### src/rtl/occ_pkg.sv
// Shared types and default sizes for the occupancy RAM accumulator.
package occ_pkg;
  typedef enum logic [1:0] {IDLE, RD, WR, CLR} state_t;

  localparam int DEF_ADDR_W = 7;
  localparam int DEF_DATA_W = 8;
  localparam int DEF_N_CH   = 4;
  localparam int CNT_W      = 32;

  // Index width that stays legal for a single channel.
  function automatic int idx_w(input int n);
    return (n > 1) ? $clog2(n) : 1;
  endfunction
endpackage

### src/rtl/occ_ram_accum_if.sv
// Hit stream and FPGA-side occupancy RAM port, bundled for the accumulator.
interface occ_ram_accum_if
  import occ_pkg::*;
#(
  parameter int ADDR_W = DEF_ADDR_W,
  parameter int DATA_W = DEF_DATA_W,
  parameter int N_CH   = DEF_N_CH
) ();
  logic [N_CH-1:0]        hit_valid;
  logic [N_CH*ADDR_W-1:0] hit_addr;
  logic [N_CH-1:0]        hit_ready;
  logic [ADDR_W-1:0]      ram_address;
  logic                   ram_chipselect;
  logic                   ram_clken;
  logic                   ram_write;
  logic [DATA_W-1:0]      ram_writedata;
  logic [DATA_W-1:0]      ram_readdata;

  modport slave (
    input  hit_valid, hit_addr, ram_readdata,
    output hit_ready, ram_address, ram_chipselect, ram_clken, ram_write, ram_writedata
  );

  modport master (
    output hit_valid, hit_addr, ram_readdata,
    input  hit_ready, ram_address, ram_chipselect, ram_clken, ram_write, ram_writedata
  );
endinterface

### src/rtl/occ_rr_arb.sv
// Round-robin arbiter: after a grant, the search starts one past the granted channel.
module occ_rr_arb
  import occ_pkg::*;
#(
  parameter  int N_CH  = DEF_N_CH,
  localparam int IDX_W = idx_w(N_CH)
) (
  input  logic             clk,
  input  logic             rst,
  input  logic [N_CH-1:0]  req,
  input  logic             advance,
  output logic [N_CH-1:0]  grant,
  output logic [IDX_W-1:0] grant_idx
);
  logic [IDX_W-1:0] ptr;

  always_comb begin
    int   j;
    logic found;
    grant     = '0;
    grant_idx = '0;
    found     = 1'b0;
    j         = 0;
    for (int off = 0; off < N_CH; off++) begin
      j = int'(ptr) + off;
      if (j >= N_CH) j = j - N_CH;
      if (!found && req[j]) begin
        found     = 1'b1;
        grant[j]  = 1'b1;
        grant_idx = IDX_W'(j);
      end
    end
  end

  always_ff @(posedge clk) begin
    if (rst) begin
      ptr <= '0;
    end else if (advance) begin
      ptr <= (int'(grant_idx) == N_CH - 1) ? '0 : grant_idx + IDX_W'(1);
    end
  end
endmodule

### src/rtl/occ_ram_accum.sv
// Occupancy accumulator: round-robin hit merge, read-modify-write bin increment, clear sweep.
// Define OCC_RAM_ACCUM_SAT_EN to hold full bins at all-ones and count suppressed increments.
module occ_ram_accum
  import occ_pkg::*;
#(
  parameter int ADDR_W = DEF_ADDR_W,
  parameter int DATA_W = DEF_DATA_W,
  parameter int N_CH   = DEF_N_CH
) (
  input  logic             clk_clk,
  input  logic             reset_reset,
  occ_ram_accum_if.slave   bus,
  input  logic             clear_req,
  output logic             busy,
  output logic             clear_done,
  output logic [CNT_W-1:0] hit_count,
  output logic [CNT_W-1:0] sat_count
);
  localparam int IDX_W = idx_w(N_CH);

  state_t            state, state_next;
  logic              clr_pend, clr_any, any_hit, accept, clr_last, clken_q;
  logic [ADDR_W-1:0] addr_q, hit_sel;
  logic [ADDR_W:0]   clr_cnt;
  logic [N_CH-1:0]   grant;
  logic [IDX_W-1:0]  grant_idx;
  logic [DATA_W-1:0] incr;

  occ_rr_arb #(.N_CH(N_CH)) u_arb (
    .clk       (clk_clk),
    .rst       (reset_reset),
    .req       (bus.hit_valid),
    .advance   (accept),
    .grant     (grant),
    .grant_idx (grant_idx)
  );

  // A clear seen this cycle counts as pending so it beats a simultaneous hit.
  assign clr_any       = clr_pend | clear_req;
  assign any_hit       = |bus.hit_valid;
  assign clr_last      = clr_cnt[ADDR_W];
  assign accept        = !reset_reset && (state == IDLE || state == WR) && !clr_any && any_hit;
  assign hit_sel       = bus.hit_addr[int'(grant_idx)*ADDR_W +: ADDR_W];
  assign bus.hit_ready = accept ? grant : '0;
  assign bus.ram_clken = clken_q;
  assign busy          = !reset_reset && (state != IDLE);
  assign clear_done    = !reset_reset && (state == CLR) && clr_last;

`ifdef OCC_RAM_ACCUM_SAT_EN
  logic bin_full;
  assign bin_full = &bus.ram_readdata;
  assign incr     = bin_full ? bus.ram_readdata : bus.ram_readdata + DATA_W'(1);
`else
  assign incr     = bus.ram_readdata + DATA_W'(1);
`endif

  always_comb begin
    state_next         = state;
    bus.ram_address    = '0;
    bus.ram_chipselect = 1'b0;
    bus.ram_write      = 1'b0;
    bus.ram_writedata  = '0;
    case (state)
      IDLE: begin
        if (clr_any)      state_next = CLR;
        else if (any_hit) state_next = RD;
      end
      RD: begin
        bus.ram_chipselect = 1'b1;
        bus.ram_address    = addr_q;
        state_next         = WR;
      end
      WR: begin
        bus.ram_chipselect = 1'b1;
        bus.ram_write      = 1'b1;
        bus.ram_address    = addr_q;
        bus.ram_writedata  = incr;
        if (clr_any)      state_next = CLR;
        else if (any_hit) state_next = RD;
        else              state_next = IDLE;
      end
      CLR: begin
        // The extra counter bit marks the done cycle after the last write.
        if (!clr_last) begin
          bus.ram_chipselect = 1'b1;
          bus.ram_write      = 1'b1;
          bus.ram_address    = clr_cnt[ADDR_W-1:0];
        end else begin
          state_next = IDLE;
        end
      end
      default: state_next = IDLE;
    endcase
    if (reset_reset) begin
      bus.ram_chipselect = 1'b0;
      bus.ram_write      = 1'b0;
      bus.ram_address    = '0;
      bus.ram_writedata  = '0;
    end
  end

  always_ff @(posedge clk_clk) begin
    if (reset_reset) begin
      state     <= IDLE;
      clr_pend  <= 1'b0;
      addr_q    <= '0;
      clr_cnt   <= '0;
      hit_count <= '0;
      clken_q   <= 1'b0;
    end else begin
      state   <= state_next;
      clken_q <= 1'b1;
      if (state_next == CLR || state == CLR) clr_pend <= 1'b0;
      else if (clear_req)                    clr_pend <= 1'b1;
      if (accept) begin
        addr_q    <= hit_sel;
        hit_count <= hit_count + CNT_W'(1);
      end
      clr_cnt <= (state == CLR) ? clr_cnt + (ADDR_W+1)'(1) : '0;
    end
  end

`ifdef OCC_RAM_ACCUM_SAT_EN
  always_ff @(posedge clk_clk) begin
    if (reset_reset) begin
      sat_count <= '0;
    end else if (state == WR && bin_full && !(&sat_count)) begin
      sat_count <= sat_count + CNT_W'(1);
    end
  end
`else
  assign sat_count = '0;
`endif
endmodule

### src/flat_wrapper.sv
// flat-port wrapper written by rule: the top's interface ports become plain ports
module occ_ram_accum_flat import occ_pkg::*;
#(
  parameter int ADDR_W = DEF_ADDR_W,
  parameter int DATA_W = DEF_DATA_W,
  parameter int N_CH   = DEF_N_CH
)
  (clk_clk, reset_reset, clear_req, busy, clear_done, hit_count, sat_count, bus_hit_valid, bus_hit_addr, bus_ram_readdata, bus_hit_ready, bus_ram_address, bus_ram_chipselect, bus_ram_clken, bus_ram_write, bus_ram_writedata);
  occ_ram_accum_if #(.ADDR_W(ADDR_W), .DATA_W(DATA_W), .N_CH(N_CH)) bus_i ();
  input  logic clk_clk;
  input  logic reset_reset;
  input  logic clear_req;
  output logic busy;
  output logic clear_done;
  output logic [CNT_W-1:0] hit_count;
  output logic [CNT_W-1:0] sat_count;
  input wire logic [$bits(bus_i.hit_valid)-1:0] bus_hit_valid;
  input wire logic [$bits(bus_i.hit_addr)-1:0] bus_hit_addr;
  input wire logic [$bits(bus_i.ram_readdata)-1:0] bus_ram_readdata;
  output wire logic [$bits(bus_i.hit_ready)-1:0] bus_hit_ready;
  output wire logic [$bits(bus_i.ram_address)-1:0] bus_ram_address;
  output wire logic [$bits(bus_i.ram_chipselect)-1:0] bus_ram_chipselect;
  output wire logic [$bits(bus_i.ram_clken)-1:0] bus_ram_clken;
  output wire logic [$bits(bus_i.ram_write)-1:0] bus_ram_write;
  output wire logic [$bits(bus_i.ram_writedata)-1:0] bus_ram_writedata;
  assign bus_i.hit_valid = bus_hit_valid;
  assign bus_i.hit_addr = bus_hit_addr;
  assign bus_i.ram_readdata = bus_ram_readdata;
  assign bus_hit_ready = bus_i.hit_ready;
  assign bus_ram_address = bus_i.ram_address;
  assign bus_ram_chipselect = bus_i.ram_chipselect;
  assign bus_ram_clken = bus_i.ram_clken;
  assign bus_ram_write = bus_i.ram_write;
  assign bus_ram_writedata = bus_i.ram_writedata;
  occ_ram_accum #(.ADDR_W(ADDR_W), .DATA_W(DATA_W), .N_CH(N_CH)) u_core (.clk_clk(clk_clk), .reset_reset(reset_reset), .bus(bus_i), .clear_req(clear_req), .busy(busy), .clear_done(clear_done), .hit_count(hit_count), .sat_count(sat_count));
endmodule
### config.mk
export PLATFORM = sky130hd
export DESIGN_NAME = occ_ram_accum_flat
export DESIGN_NICKNAME = d
export VERILOG_FILES = /design/src/rtl/occ_pkg.sv /design/src/rtl/occ_ram_accum_if.sv /design/src/rtl/occ_rr_arb.sv /design/src/rtl/occ_ram_accum.sv /design/src/flat_wrapper.sv
export SDC_FILE = /design/constraint.sdc
export NUM_CORES = 1
export LEC_CHECK = 0
export BUFFER_PORTS_ARGS = -buffer_cell sky130_fd_sc_hd__buf_4
export CAP_MARGIN = 15
export CORE_MARGIN = 2
export CORE_UTILIZATION = 45
export CTS_CLUSTER_SIZE = 14
export DETAILED_ROUTE_END_ITERATION = 8
export GPL_ROUTABILITY_DRIVEN = 0
export GPL_TIMING_DRIVEN = 0
export PLACE_DENSITY_LB_ADDON = 0.2
export SETUP_SLACK_MARGIN = 0.05
export SYNTH_ARGS = -nofsm -noshare
export SYNTH_HDL_FRONTEND = slang
export SYNTH_HIERARCHICAL = 1
export SYNTH_SLANG_ARGS = --single-unit
### constraint.sdc
create_clock -name clk_clk -period 3 [get_ports clk_clk]
set_input_delay 0.6 -clock clk_clk [delete_from_list [all_inputs] [get_ports clk_clk]]
set_output_delay 0.6 -clock clk_clk [all_outputs]
set_load 0.005 [all_outputs]
* Word level (Yosys, flattened, before mapping)
Index checks and enable logic that the tools add are counted.
** Word-level totals
- Register bits :: 53
- Latch bits :: 0
- Memory bits (writable) :: 0
- ROM bits :: 0
- Input port bits :: 43
- Word-level logic and storage cells :: 122
- Memories kept :: 0
** Cells by class
- $add $sub $neg :: 11
- Multiply operators :: 1
- Divide/modulo/power cells :: 0
- $lt $le $gt $ge :: 12
- Eq/ne operators :: 5
- Shift-type cells :: 1
- Mux-type cells :: 54
- Bitwise operators :: 5
- Reductions and logical operators :: 26
** Operator list (number)
- >= comparator 32 x 1 -> 1 bit (second input constant) :: 4
- < comparator 32 x 4 -> 1 bit (second input constant) :: 4
- 2-to-1 mux 32 bit :: 4
- adder 32 x 1 -> 32 bit (second input constant) :: 1
- indexed part select 28 x 32 -> 7 bit :: 1
- 2-to-1 mux 1 bit :: 20
- 2-to-1 mux 4 bit :: 5
- 2-to-1 mux 2 bit :: 9
- adder 8 x 1 -> 8 bit (second input constant) :: 2
- 2-to-1 mux 8 bit :: 2
- 2-to-1 mux 7 bit :: 2
- case mux 7 bit (2 select lines) :: 1
- logical AND 1 bit :: 13
- bitwise OR 4 bit :: 3
- subtractor 3 x 3 -> 4 bit (second input constant) :: 3
- >= comparator 3 bit (second input constant) :: 3
- binary-select mux 1 bit (select 2 bit) :: 4
- demux 1 bit (select 2 bit) :: 4
- case mux 2 bit (4 select lines) :: 1
- adder 2 x 2 -> 3 bit (second input constant) :: 2
- equality test 2 bit (second input constant) :: 3
- OR reduction 2 bit :: 3
- logical NOT 1 bit :: 5
- multiplier 2 x 3 -> 5 bit (second input constant) :: 1
- 12 further kinds :: 15

* Logic depth before layout (Yosys ltp)
Gate-level depths: netlist of run 1.
- Word-level depth :: 17
- Gate-level depth with buffers :: 11

* Cells and area by module
The synthesis of run 1 kept the hierarchy.
** Modules (own cells, without submodules)
- occ_ram_accum :: instances 1, cells each 390, area an instance 3198.1 sq um
- occ_rr_arb :: instances 1, cells each 53, area an instance 493.0 sq um

* Worst setup path before layout of run 1
Ideal clock, no wire load.
- Path kind :: register -> register
- Start point :: reg u_core.u_arb.ptr[0]
- End point :: reg u_core.addr_q[4]
- Data arrival time :: 2.990 ns
- Setup slack :: -0.122 ns
- Stages on the path, launching flop included :: 12
- Clock period less this slack :: 3.122 ns
- Path through :: dfxtp_1 > buf_6 > inv_1 > ha_1 > mux4_2 > nor2b_1 > o21ai_0 > o31ai_1 > clkbuf_1 > mux4_2 > nand2_1 > a21oi_1
** On the way
- Word-level cells in the longest chain between the ends :: 17
** Ends and longest elaborated chain
- start: declaration :: line occ_rr_arb.sv:15 : logic [IDX_W-1:0] ptr;
- start signal: assignment :: line occ_rr_arb.sv:39 : ptr <= (int'(grant_idx) == N_CH - 1) ? '0 : grant_idx + IDX_W'(1);
- branches (longest 14 deep; another with subtractor 3 x 3 -> 4 bit)
- 2-to-1 mux 2 bit (*) :: line occ_rr_arb.sv:27 : if (!found && req[j]) begin
- net u_core.grant_idx[0] :: line occ_ram_accum.sv:26 : logic [IDX_W-1:0] grant_idx;
- multiplier 2 x 3 -> 5 bit (*) :: line occ_ram_accum.sv:43 : assign hit_sel = bus.hit_addr[int'(grant_idx)*ADDR_W +: ADDR_W];
- indexed part select 28 x 32 -> 7 bit (*) :: line occ_ram_accum.sv:43
- end signal: assignment :: line occ_ram_accum.sv:116 : addr_q <= hit_sel;
- end: declaration :: line occ_ram_accum.sv:23 : logic [ADDR_W-1:0] addr_q, hit_sel;
Mark *: on every way through the listed nets, which the timed path passes. The select of a mux whose other input is x is not followed.
A chain may end at the register's enable or synchronous reset.

* Worst setup path in the final report of run 1
- Start point :: reg u_core.state[0]
- End point :: out bus_hit_ready[1]
** On the way
- Word-level cells in the longest chain between the ends :: 6
** Ends and longest elaborated chain
- start: declaration :: line occ_ram_accum.sv:21 : state_t state, state_next;
- start signal: assignment :: line occ_ram_accum.sv:111 : state <= state_next;
- equality test 2 bit or logical NOT 2 bit (tied branches) :: line occ_ram_accum.sv:42 : assign accept = !reset_reset && (state == IDLE || state == WR) && !clr_any && any_hit;
- logical OR 1 bit (*) :: line occ_ram_accum.sv:42
- logical AND 1 bit (*) (3 in a row) :: line occ_ram_accum.sv:42
- 2-to-1 mux 4 bit (*) :: line occ_ram_accum.sv:44 : assign bus.hit_ready = accept ? grant : '0;
- end: declaration :: line flat_wrapper.sv:20 : output wire logic [$bits(bus_i.hit_ready)-1:0] bus_hit_ready;
Mark *: on every way between the ends. The rest lies on a longest branch, timed or not.

==> results of run 1 <==
-- registers in the layout, summed over array words and instances (netlist names) --
signal                count
u_core/u_arb/ptr          2
u_core/clr_cnt            8
u_core/hit_count         32
u_core/bus.ram_clken      1
u_core/clr_pend           1
u_core/state              2
u_core/addr_q             7
-- placed cells by master, fill, tap and decap left out, types with 5 or more instances in the layout --
master / count
or4_1: 13
inv_1: 9
ha_1: 15
dfxtp_1: 51
nor2b_1: 12
a22oi_1: 16
clkbuf_1: 13
nand4_1: 11
buf_2: 5
xnor2_1: 8
nand3_1: 18
nor4_1: 14
o21ai_0: 13
mux2_2: 8
conb_1: 32
and3_1: 13
nand2_1: 31
a21oi_1: 27
clkbuf_8: 8
buf_4: 142
or3_1: 8
and4_1: 8
mux4_2: 11
o31ai_1: 10
nor2_1: 47
xor2_1: 8
-- cell families (layout without fill, tap and decap cells) --
| kind of cell | after synthesis | in the layout | share of synthesized area [%] |
|---|---|---|---|
| other | 1 | 32 | 0.102 |
| buffers and inverters | 67 | 184 | 11.0 |
| and+or+nand+nor | 193 | 193 | 28.3 |
| AOI/OAI and AO/OA | 75 | 75 | 12.6 |
| DFF | 53 | 53 | 28.7 |
| adders and majority gates | 16 | 16 | 5.42 |
| xor gates and xnor gates | 16 | 16 | 3.80 |
| muxes | 22 | 22 | 10.0 |
-- power by group through the flow --
stage / logic [mW] / clock network [mW] / registers (mW)
CTS: 1.11 / 0.418 / 0.825
global route: 1.27 / 0.451 / 0.833
floorplan: 0.748 / 0 / 0.827
detailed placement: 1.01 / 0 / 0.845
global placement: 0.982 / 0 / 0.843
finish: 1.15 / 0.402 / 0.824
-- synth_stat cells, types with 2 or more instances --
cell type  count
a21oi_1       27
a22oi_1       16
and2_1         4
and3_1        13
and4_1         8
buf_1          3
buf_2          5
buf_4         32
clkbuf_1      13
clkbuf_8       2
dfxtp_1       53
ha_1          16
inv_1         10
mux2_1         2
mux2_2         8
mux4_2        11
nand2_1       31
nand2b_1       3
nand3_1       18
nand4_1       11
nor2_1        47
nor2b_1       13
nor3_1         2
nor4_1        14
o21ai_0       15
o31ai_1       10
or2_2          2
or3_1          8
or4_1         13
xnor2_1        8
xor2_1         8
-- worst paths after layout --
| check | start | end | slack, ps | cells past startpoint |
|---|---|---|---|---|
| max | u_core/state[0] | bus_hit_ready[1] | 40 | 7 |
| min | u_core/addr_q[0] | u_core/addr_q[0] | 470 | 2 |
| max reg2reg | u_core/u_arb/ptr[0] | u_core/addr_q[6] | 220 | 9 |
| min reg2reg | u_core/addr_q[0] | u_core/addr_q[0] | 470 | 2 |
-- area by class of cell --
class                           instances  area [um^2]  area share (%)
Buffer                                 57          377            7.70
Clock buffer                            7         86.3            1.76
Inverter                               10         41.3           0.844
Multi-Input combinational cell        354         2360            48.3
Sequential cell                        53         1070            21.8
Tap cell                              105          131            2.68
Timing Repair Buffer                  110          826            16.9
-- per-stage QoR --
stage / TNS, ps / util (%) / worst slack, ps / hold WS, ps
after floorplan: 0 / - / 78.6 / 425
after global placement: -2350 / 57.8 / -266 / 438
after detailed placement: -3070 / 57.8 / -335 / 456
after CTS: 0 / 60.0 / 47.5 / 469
after global routing: -313 / 60.5 / -85.0 / 471
final: 0 / 60.5 / 36.6 / 466
-- critical path: stages, from the launching register on --
cell	delay, ps
dfxtp_1	350
inv_1	80
ha_1	280
nor2_1	140
nor3_1	470
clkbuf_1	410
and3_1	220
buf_4	110
-- layer usage --
metal	wire length, um	global-route usage [%]	up-vias
met2	4650	36.9	145
li1	-	-	1848
met5	0	0	-
met3	670	4.47	19
met1	4070	26.5	1701
met4	215	8.09	0
-- timing repair --
item / 4_1_cts / 5_1_grt
setup endpoints to repair: 11 / 4
gates resized for setup: 12 / 0
pin swaps: 3 / 1
setup buffers: 7 / 5
==> reports/metrics.yaml, run 1 <==
global_routing:
  grt_max_degree: 15
  grt_pass1_vias: 3377
  antenna_found_initial: 0
  grt_overflow: 0
  grt_pass1_wl_um: 15600
  grt_util_all_layers_pct: 21.5
cts:
  clkTransAtPathRegs_ps: 90
  cts_root_buffer: "clkbuf_8"
  clk_latency_ps: 300
  numCtsBuffers: 5
  cts.sinks: 53
  htree_levels: 2
  cts_hold_buf: 0
  tritoncts: "built"
  clk_path_buf_depth: 2
logic_synthesis:
  async_reset_ff_share_pct: 0
  synthCells: 443
  synth_top_area_cell: "dfxtp_1"
  post_synth.cell_area_avg_um2: 8.33
  synth_top_area_share_pct: 28.7
  synth.cell_area_mm2: 0.00369
  synth_area_leaders: "dfxtp_1 (29%), mux4_2 (6.7%), buf_4 (6.5%)"
  synth_cell_types: 48
  synth_top_flop_cell: "dfxtp_1"
  yosysSeqAreaShare_pct: 28.7
  yosysWarningCount: 6
  synth_edf_count: 0
  ys_ff_latch: 53
floorplan:
  boundaryPins: 131
  core_mm2: 0.00809
  start_util_pct: 45.6
  fp.dieW_um: 94.6
  die_h_um: 94.6
  die_area_mm2: 0.00894
  num_rows: 33
timing:
  timing.fmax_mhz: 337
  min_period_over_period_pct: 98.8
  fin_skew_ps: 4.08
  slew_viol_final: 0
  setup_viol: 0
  min_period_ps: 2960
  tightest_slew_ps: 736
  rsz0062_at_grt: "yes"
  hold_viol: 0
  relSlewSlack_pct: 50.4
power_and_ir_drop:
  power.switching_mw: 0.854
  power_frac_seq_pct: 34.6
  clkPwrFrac_pct: 16.9
  powerDensity_mw_per_mm2: 487
  power_mw: 2.38
  p_int_mw: 1.53
  p_leak_nw: 2.09
  switching_share_pct: 35.9
  ir_drop_v: 0.000252
  pwr-share-comb_pct: 48.5
place:
  placed_cells: 677
  portBuffers: 98
  hpwl_um: 7330
  dpl_cell_area_mm2: 0.00468
cells_and_area:
  fin_area_mm2: 0.00489
  num-nets-final: 650
  fillCellCount: 752
  drive_above_1_share_pct: 31.6
  fin_cells: 696
  syn2layout_area_growth_pct: 32.6
  antennaDiodeCount: 0
detailed_routing:
  ant_nets: 0
  wl_per_cell_um: 13.8
  dr_total_vias: 3713
  wirelength_um: 9600
  drt_iter0_drc: 142
  first_pass_iters: 5
  viasPerCell: 5.33
  drc: 0
flow_run:
  maxCapViolations: 0
setup_path:
  critical_path_class: "reg -> out"
  arrival_ps: 2360
  cp_max_fo: 10
  crit_path_end_kind: "primary output"
  cp-start-kind: "flip-flop"
  worstPathRequired_ps: 2400
outcome:
  status: "finished, final reports clean"
hold_path:
  hold_class: "reg -> reg"
Power figures use the tool's default switching activity.
==> inputs of run 2 (changes only) <==
--- a/config.mk
+++ b/config.mk
@@ -5,10 +5,12 @@
 export SDC_FILE = /design/constraint.sdc
 export NUM_CORES = 1
 export LEC_CHECK = 0
+export ABC_AREA = 1
 export BUFFER_PORTS_ARGS = -buffer_cell sky130_fd_sc_hd__buf_4
 export CAP_MARGIN = 15
 export CORE_MARGIN = 2
 export CORE_UTILIZATION = 45
+export CTS_BUF_LIST = sky130_fd_sc_hd__clkbuf_8
 export CTS_CLUSTER_SIZE = 14
 export DETAILED_ROUTE_END_ITERATION = 8
 export GPL_ROUTABILITY_DRIVEN = 0
@@ -19,3 +21,4 @@
 export SYNTH_HDL_FRONTEND = slang
 export SYNTH_HIERARCHICAL = 1
 export SYNTH_SLANG_ARGS = --single-unit
+export TNS_END_PERCENT = 100
==> run 2 against run 1 <==
Setup slack gained 170 ps. Clock power is essentially flat. Sequential share of layout area shrank 0.91 points. Utilization shrank 1.5 points. Power grew 1.8%. Synthesized cell count grew 40%. Wire length grew 12%. Maximum frequency grew 6.2%. Critical endpoint is now bus_hit_ready[0].
==> reports/metrics.yaml, run 2 <==
power_and_ir_drop:
  ir_drop_v: 0.000316  # +26%
  p_leak_nw: 2.34  # +12%
  powerDensity_mw_per_mm2: 476  # -2.2%
cts:
  numCtsBuffers: 5  # unchanged
  clk_path_buf_depth: 2  # unchanged
  clk_latency_ps: 310  # about the same
  clkTransAtPathRegs_ps: 90  # about the same
  cts.sinks: 53  # unchanged
  tritoncts: "built"
  htree_levels: 2  # unchanged
  cts_root_buffer: "clkbuf_8"
floorplan:
  die_h_um: 98.1  # +3.7%
  die_area_mm2: 0.00962  # +7.6%
  start_util_pct: 46.1  # +0.51 points
  fp.dieW_um: 98.1  # +3.7%
  boundaryPins: 131  # unchanged
  core_mm2: 0.00864  # +6.7%
  num_rows: 34  # +3.0%
global_routing:
  grt_pass1_vias: 3848  # +14%
  grt_max_degree: 17  # +2
  grt_util_all_layers_pct: 21.5  # about the same
  antenna_found_initial: 0  # unchanged
  grt_pass1_wl_um: 17600  # +13%
  grt_overflow: 0  # unchanged
place:
  portBuffers: 98  # unchanged
  hpwl_um: 8490  # +16%
  placed_cells: 855  # +26%
setup_path:
  arrival_ps: 2190  # -170 ps
  cp_max_fo: 9  # -1
  r2r_start: "u_core/u_arb/ptr[0]"
  critPathLaunch: "u_core/u_arb/ptr[0]"
  cp-start-kind: "flip-flop"
  crit_path_end_kind: "primary output"
  critical_path_class: "reg -> out"
  worstPathRequired_ps: 2400  # about the same
logic_synthesis:
  synth.most_common_cell: "nor2_1"
  yosysSeqAreaShare_pct: 26.6  # -2.1 points
  post_synth.cell_area_avg_um2: 6.44  # -23%
  synth_area_leaders: "dfxtp_1 (27%), nor2_1 (11%), nand2_1 (11%)"
  synth_edf_count: 0  # unchanged
  synth_cell_types: 39  # -19%
  synth_top_area_share_pct: 26.6  # -2.1 points
  synth.cell_area_mm2: 0.00398  # +7.9%
  yosysWarningCount: 6  # unchanged
  synth_top_area_cell: "dfxtp_1"
  synthCells: 618  # +40%
  synth_common_cells: "nor2_1 (115), nand2_1 (113), inv_1 (69), dfxtp_1 (53), nand3_1 (42)"
  async_reset_ff_share_pct: 0  # unchanged
  ys_ff_latch: 53  # unchanged
  synth_top_flop_cell: "dfxtp_1"
timing:
  fin_setup_tns_ps: 0  # unchanged
  fin_skew_ps: 8.96  # +4.89 ps
  hold_viol: 0  # unchanged
  min_period_ps: 2790  # -174 ps
  min_period_over_period_pct: 93.0  # -5.8 points
  timing.fmax_mhz: 359  # +6.2%
  slew_viol_final: 0  # unchanged
  relSlewSlack_pct: 54.6  # +4.1 points
  rsz0062_at_grt: "no"
  tightest_slew_ps: 682  # -55.0 ps
  setup_viol: 0  # unchanged
detailed_routing:
  met1_length_um: 4730  # +16%
  dr_wl_met3_um: 875  # +31%
  first_pass_iters: 5  # unchanged
  drc: 0  # unchanged
  drt_iter0_drc: 223  # +57%
  highest-signal-layer: "met4"
  ant_nets: 0  # unchanged
  dr_wl_met2_um: 5020  # +8.0%
  viasPerCell: 4.96  # -6.9%
  dr_total_vias: 4294  # +16%
  wl_per_cell_um: 12.4  # -10%
  wirelength_um: 10700  # +12%
cells_and_area:
  final_cell_mix: "buf_4 (135), nor2_1 (115), nand2_1 (113)"
  fillCellCount: 829  # +10%
  fin_cells: 865  # +24%
  antennaDiodeCount: 0  # unchanged
  final_common_cell: "buf_4"
  top_regs: "u_core/hit_count: 32 flops, u_core/clr_cnt: 8 flops, u_core/addr_q: 7 flops"
  syn2layout_area_growth_pct: 27.9
  regMostFlops: "u_core/hit_count"
  drive_above_1_share_pct: 26.3  # -5.4 points
  num-nets-final: 815  # +25%
  largest_reg_flops: 32  # unchanged
hold_path:
  min_from: "reset_reset"
  hold_class: "in -> reg"
outcome:
  status: "finished, final reports clean"
flow_run:
  maxCapViolations: 0  # unchanged
==> run 2: changes by cell type after synthesis, sizes merged, moves of 14 or more <==
| cell | change |
|---|---|
| nand2 | +100 |
| nor2 | +84 |
| inv | +63 |
| nand3 | +29 |
| o21ai | +20 |
| a22oi | -16 |
| nor4 | -14 |
==> run 2: path summary, 6_finish.rpt <==
kind	to	slack, ps	depth (start not counted)
max	bus_hit_ready[0]	210	13
min	u_core/u_arb/ptr[0]	450	2
max reg2reg	u_core/addr_q[2]	300	15
min reg2reg	u_core/clr_cnt[0]	500	1
==> run 2: cells by family (layout without fill, tap and decap cells) <==
logic type      count (synthesis)  count (layout)  share of synthesized area (%)
compound gates                 72              72                           9.80
other cells                     1              32                         0.0942
buf+inv                       118             226                           15.0
xor+xnor                        9               9                           1.98
fa+ha+maj                      16              16                           5.03
flops                          53              53                           26.6
simple gates                  349             349                           41.4
==> run 2: where the power goes <==
part	leakage (nW)	total (mW)	internal, mW	switching (mW)
sequential	0.431	0.824	0.772	0.0524
clock	0.0416	0.403	0.162	0.241
combinational	1.87	1.20	0.455	0.742
total	2.34	2.42	1.39	1.04
==> run 2: worst max-delay path: stages, from the launching register on <==
cell and delay [ps]:
dfxtp_2 380, buf_6 160, inv_8 60, ha_4 260, inv_2 80, nand3_2 110, nand2_2 130, nand4_2 180
inv_2 120, nand2_1 60, nand4_1 70, inv_1 50, nor2_1 100, buf_4 120
==> run 2: what timing repair did <==
item / CTS / global route
gates resized for setup: 2 / 4
hold buffers: 0 / 0
gates cloned: 0 / 0
setup endpoints to repair: 4 / 11
setup buffers: 0 / 2
==> run 2: cell type report <==
cell class | instances | area [um^2] | area share [%]
buffer | 44 | 313 | 6.14
clock buffer | 5 | 68.8 | 1.35
multi-input combinational | 478 | 2450 | 48.1
tap | 108 | 135 | 2.65
sequential | 53 | 1070 | 20.9
clock inverter | 3 | 18.8 | 0.368
timing repair buffer | 100 | 751 | 14.7
inverter | 74 | 290 | 5.70
==> run 2: metal layers <==
layer,up-vias,global-route usage [%]
li1,2189,-
met1,1929,28.8
met2,164,36.1
met3,12,3.72
met4,0,5.02
met5,-,0
==> run 2: through the flow <==
step	power [mW]	hold WS [ps]	utilization [%]	instance area [um^2]	setup WS, ps
3_3_place_gp	1.96	443	57.5	4970	223
2_1_floorplan	1.66	430	-	4100	624
5_1_grt	2.61	441	59.0	5090	33.2
6_report	2.42	453	59.0	5090	211
4_1_cts	2.39	449	58.6	5060	98.5
3_5_place_dp	1.99	458	57.5	4970	158
